===== src/rtl/calc_display_drv.sv =====
// Receives the calculator digit stream, double-buffers a frame of 8 BCD digits,
// and scans the committed frame onto 8 common-anode 7-segment displays.
module calc_display_drv #(
  parameter int REFRESH_DIV = 50000,
  parameter bit BLANK_LEAD  = 1'b1
) (
  input  logic       clock,
  input  logic       reset,
  input  logic [1:0] status,
  input  logic [3:0] data,
  input  logic [3:0] pos,
  output logic [7:0] an,
  output logic [6:0] seg,
  output logic       frame_done,
  output logic       err
);

  localparam int DIV_W = (REFRESH_DIV > 1) ? $clog2(REFRESH_DIV) : 1;
  localparam logic [DIV_W-1:0] DIV_LAST = DIV_W'(REFRESH_DIV - 1);

  localparam logic [1:0] ST_ERROR = 2'b00;
  localparam logic [1:0] ST_BUSY  = 2'b01;
  localparam logic [1:0] ST_READY = 2'b10;

  logic [3:0]       r_shadow [8];
  logic [3:0]       r_active [8];
  logic [1:0]       r_prevStatus;
  logic             r_err;
  logic             r_frameDone;
  logic [DIV_W-1:0] r_divCnt;
  logic [2:0]       r_scanIdx;
  logic [7:0]       r_an;
  logic [6:0]       r_seg;

  logic             w_capture;
  logic             w_commit;
  logic             w_divWrap;
  logic [7:0]       w_lzBlank;
  logic [3:0]       w_digit;
  logic [6:0]       w_pattern;

  // Active-high gfedcba pattern; codes 10..15 render blank.
  function automatic logic [6:0] bcdToSeg(input logic [3:0] digit);
    case (digit)
      4'd0:    return 7'h3F;
      4'd1:    return 7'h06;
      4'd2:    return 7'h5B;
      4'd3:    return 7'h4F;
      4'd4:    return 7'h66;
      4'd5:    return 7'h6D;
      4'd6:    return 7'h7D;
      4'd7:    return 7'h07;
      4'd8:    return 7'h7F;
      4'd9:    return 7'h6F;
      default: return 7'h00;
    endcase
  endfunction

  assign w_capture = !r_err && (status == ST_BUSY) && !pos[3];
  assign w_commit  = !r_err && (r_prevStatus == ST_BUSY) && (status == ST_READY);
  assign w_divWrap = (r_divCnt == DIV_LAST);

  always_ff @(posedge clock or posedge reset) begin
    if (reset) begin
      for (int i = 0; i < 8; i++) begin
        r_shadow[i] <= 4'd0;
      end
    end else if (w_capture) begin
      r_shadow[pos[2:0]] <= data;
    end
  end

  // The shadow is left intact on commit so a later frame only needs to resend changed digits.
  always_ff @(posedge clock or posedge reset) begin
    if (reset) begin
      for (int i = 0; i < 8; i++) begin
        r_active[i] <= 4'd0;
      end
      r_frameDone  <= 1'b0;
      r_prevStatus <= ST_BUSY;
      r_err        <= 1'b0;
    end else begin
      if (w_commit) begin
        r_active <= r_shadow;
      end
      r_frameDone  <= w_commit;
      r_prevStatus <= status;
      if (status == ST_ERROR) begin
        r_err <= 1'b1;
      end
    end
  end

  always_ff @(posedge clock or posedge reset) begin
    if (reset) begin
      r_divCnt  <= '0;
      r_scanIdx <= 3'd0;
    end else if (w_divWrap) begin
      r_divCnt  <= '0;
      r_scanIdx <= r_scanIdx + 3'd1;
    end else begin
      r_divCnt  <= r_divCnt + DIV_W'(1);
    end
  end

  // A digit is a leading zero when it and every digit above it hold zero.
  always_comb begin : leadZero
    logic seenNonzero;
    seenNonzero = 1'b0;
    w_lzBlank   = 8'h00;
    for (int i = 7; i >= 1; i--) begin
      seenNonzero  = seenNonzero | (r_active[i] != 4'd0);
      w_lzBlank[i] = BLANK_LEAD && !seenNonzero;
    end
  end

  always_comb begin
    w_digit   = r_active[r_scanIdx];
    w_pattern = 7'h00;
    if (r_err) begin
      case (r_scanIdx)
        3'd0:    w_pattern = 7'h5C;
        3'd1:    w_pattern = 7'h50;
        3'd2:    w_pattern = 7'h50;
        3'd3:    w_pattern = 7'h79;
        default: w_pattern = 7'h00;
      endcase
    end else if (!w_lzBlank[r_scanIdx]) begin
      w_pattern = bcdToSeg(w_digit);
    end
  end

  always_ff @(posedge clock or posedge reset) begin
    if (reset) begin
      r_an  <= 8'hFF;
      r_seg <= 7'h7F;
    end else begin
      r_an  <= ~(8'b1 << r_scanIdx);
      r_seg <= ~w_pattern;
    end
  end

  assign an         = r_an;
  assign seg        = r_seg;
  assign frame_done = r_frameDone;
  assign err        = r_err;

endmodule

===== config.mk =====
export PLATFORM = sky130hd
export DESIGN_NAME = calc_display_drv
export DESIGN_NICKNAME = d
export VERILOG_FILES = /design/src/rtl/calc_display_drv.sv
export SDC_FILE = /design/constraint.sdc
export NUM_CORES = 1
export LEC_CHECK = 0
export CORE_ASPECT_RATIO = 0.6
export CORE_MARGIN = 3
export CORE_UTILIZATION = 40
export DETAILED_ROUTE_END_ITERATION = 16
export MAX_ROUTING_LAYER = met4
export PLACE_DENSITY = 0.57
export SYNTH_ARGS = -nofsm -noshare
export SYNTH_HDL_FRONTEND = slang
export SYNTH_SLANG_ARGS = --single-unit

===== constraint.sdc =====
create_clock -name clock -period 5.6 [get_ports clock]
set_input_delay 1.12 -clock clock [delete_from_list [all_inputs] [get_ports clock]]
set_output_delay 1.12 -clock clock [all_outputs]
set_load 0.02 [all_outputs]

==> metrics.md <==
| Metric | Value |
|---|---|
| Number of global-route vias before repair | `about 2600` |
| Vias post-DR | `around 2700` |
| DP Cell Count | `486` |
| Syn nets | `350` |
| # diodes | `0` |
| Pwr Total | `~1400 uW` |
| Post-synthesis average cell area | `around 14 um2` |
| Reg area | `2570 um2` |
| Total GRT Usage | `0.160` |
| Nets@finish | `382` |
| DRC errors left | `0` |
| Syn Inst Count | `326` |
| Comb power frac | `0.028` |
| Sequential area share after synthesis | `0.570` |
| Post-synth EDFFs | `0` |
| Data required time at the worst endpoint | `5820 ps` |
| Total negative slack | `0 ps` |
| Most used DFF post-synth | `dfrtp_1` |
| Final Setup Violations | `0` |
| Switching share of power | `0.212` |
| Leak pwr | `0.00250 uW` |
| DRT antenna net count | `0` |
| Die span in x | `143 um` |
| Pin count of the biggest net entering global routing | `73` |
| DR WL/cell | `18.1 um` |
| Hold-fix buffers, CTS | `0` |
| Clock Latency Late Sink | `between 300 and 400 ps` |
| CTS Sinks | `102` |
| Synth warn | `0` |
| Switching Power | `300 uW` |
| Port Buffers | `28` |
| Startpoint types | `input port` |
| Initial core utilization | `0.419` |
| Clock transition at the registers of the reported paths | `approximately 70 ps` |
| Post-CTS sizing | `0` |
| # Post-CTS Setup Buffers | `0` |
| Most common cell in the netlist | `dfrtp_1` |
| Max-slew violation count | `0` |
| RSZ-0062 raised after global routing | `no` |
| Area share of the largest cell type after synthesis | `0.477` |
| Grt ovf | `0` |
| Layout Skew | `5.03 ps` |
| Final Cycle Share | `0.566` |
| Ranking of synthesized cells by area | `dfrtp_1, mux2_1, dfstp_2, ha_1, mux4_1` |
| CTS Buf Count | `9` |
| Layout-stage area growth over the synthesis result | `16.2%` |
| Final HPWL DP | `6400 um` |
| # H-tree levels | `3` |
| Crit-path leading delay family | `simple AND/OR/NAND/NOR gates` |
| TritonCTS clock tree | `done` |
| PD cells | `271 nW/um2` |
| First-pass GRT wire length | `14700 um` |
| CP cell instances | `clkdlybuf4s50_1 > nor4b_1 > nand2b_1 > nor3b_2 > mux2_1` |
| DR pass1 iterations | `5` |
| Synth area leader | `dfrtp_1` |
| CTS Buffer Depth | `2` |
| Final Non-Filler Cells | `around 500` |
| Max-cap violations | `0` |
| Max stage delay on crit path | `660 ps` |
| GP Congestion | `slightly below 0.8` |
| Vias/cell | `5.32` |
| Commonest cells in the netlist | `dfrtp_1, mux2_1, nand2_1, nor2_1, dfstp_2` |
| Seq cells post-synth | `102` |
| Status | `finished clean` |
| Netlist cell types | `45` |
| Final hold violations | `0` |
| Initial antenna violation count | `0` |
| Clock share of power | `0.443` |
| FILL cells | `approximately 950` |
| Mapped cell area | `4510 um2` |
| Max Clk Rate | `0.316 GHz` |
| Core area | `around 11000 um2` |
| Crit path capture type | `flip-flop` |
| Fraction of power consumed by sequential logic | `0.528` |
| Layout cells sized above 1 | `0.171` |
| Max_slew headroom | `0.411` |
| Die ar. | `12600 um2` |
| DRT iter0 DRCs | `163` |
| Row count | `29` |
| Peak supply drop | `0.190 mV` |
| Ys async rst share | `1.00` |
| Die height | `between 80 and 90 um` |
| Final Util | `0.487` |
| Fin crit period | `3170 ps` |
| Root buf cell | `clkbuf_16` |
| Slew @ Worst Pin | `884 ps` |
| WP buf/inv | `1` |
| Crit Path Class | `input port to flip-flop` |
| Critical Path Slowest Stage Cell | `nor4b_1` |
| I/O pins | `29` |
| Final WL | `around 9000 um` |
| Power Internal | `1120 uW` |
| Arr. time, crit path | `3390 ps` |
| Multi-input logic area | `1860 um2` |
| Hold Path Class | `flip-flop to flip-flop` |
| Crit-path max FO | `4` |
[area by class of cell]
cell class                      instances  area share
Clock buffer                           10      0.0456
Inverter                               10     0.00763
Clock inverter                          6      0.0131
Tap cell                              139      0.0332
Multi-Input combinational cell        205       0.354
Sequential cell                       102       0.490
Timing Repair Buffer                   30      0.0563
[sequential cells by signal, summed over array words and instances, names as in the netlist]
name,count
an,8
err,1
frame_done,1
r_active,32
r_divCnt,16
r_prevStatus,2
r_scanIdx,3
r_shadow,32
seg,7
[per-layer routing]
layer,vias to the layer above,part of all wire,global-route usage,wire length (um)
li1,1242,-,-,-
met1,1374,0.55,0.244,5000
met2,46,0.40,0.215,3630
met3,7,0.041,0.0410,370
met4,0,0.0073,0.0302,66
met5,-,0,-,0
[placed cells by master (no fill, tap or decap), types with 5 or more instances in the layout]
cell             instances
a21oi_1                  8
clkbuf_16                9
clkdlybuf4s50_1         28
dfrtp_1                 86
dfstp_2                 16
ha_1                    12
inv_1                    5
mux2_1                  55
mux2_2                   9
nand2_1                 18
nand3_1                  9
nor2_1                  18
nor4_1                   7
xnor2_1                  7
xor2_1                   7
[path summary, 6_finish.rpt]
path | start | endpoint | slack, ps | cells past startpoint
worst min-delay path | r_divCnt[0]$_DFF_PP0_ | r_divCnt[0]$_DFF_PP0_ | 450 | 1
worst max-delay path | status[0] | r_shadow[21]$_DFFE_PP0P_ | 2430 | 5
worst min register to register | r_divCnt[0]$_DFF_PP0_ | r_divCnt[0]$_DFF_PP0_ | 450 | 1
min in group asynchronous | reset | r_divCnt[14]$_DFF_PP0_ | 1320 | 2
worst max register to register | err$_DFFE_PP0N_ | r_shadow[21]$_DFFE_PP0P_ | 3070 | 4
max in group asynchronous | reset | r_active[19]$_DFFE_PP0P_ | 3350 | 3
[metrics by stage]
step / hold WS, ps / cell area, um2 / worst slack [ps]
after global routing: 476 / 5250 / 2300
final: 454 / 5250 / 2430
after CTS: 456 / 5250 / 2460
after detailed placement: 447 / 4940 / 2110
after floorplan: 425 / 4510 / 1830
after global placement: 435 / 4940 / 2290
[kinds of logic (layout without fill, tap and decap cells)]
logic type	after synthesis	in the layout	share of synthesized area
AO/OA/AOI/OAI	23	23	0.0352
XOR/XNOR	14	14	0.0272
adder cells (fa/ha/maj)	12	12	0.0333
buffers and inverters	19	56	0.0188
flip-flops	102	102	0.570
multiplexers	79	79	0.224
AND/OR/NAND/NOR	77	77	0.0920
[power groups by stage]
stage               logic [uW]  clock network [uW]  registers, uW
CTS                       41.8                 645            750
finish                    39.9                 630            750
floorplan                 20.0                   0            761
global route              45.9                 679            750
detailed placement        41.6                   0            764
global placement          40.4                   0            763
Note: power is estimated with default switching activity, not from simulation.
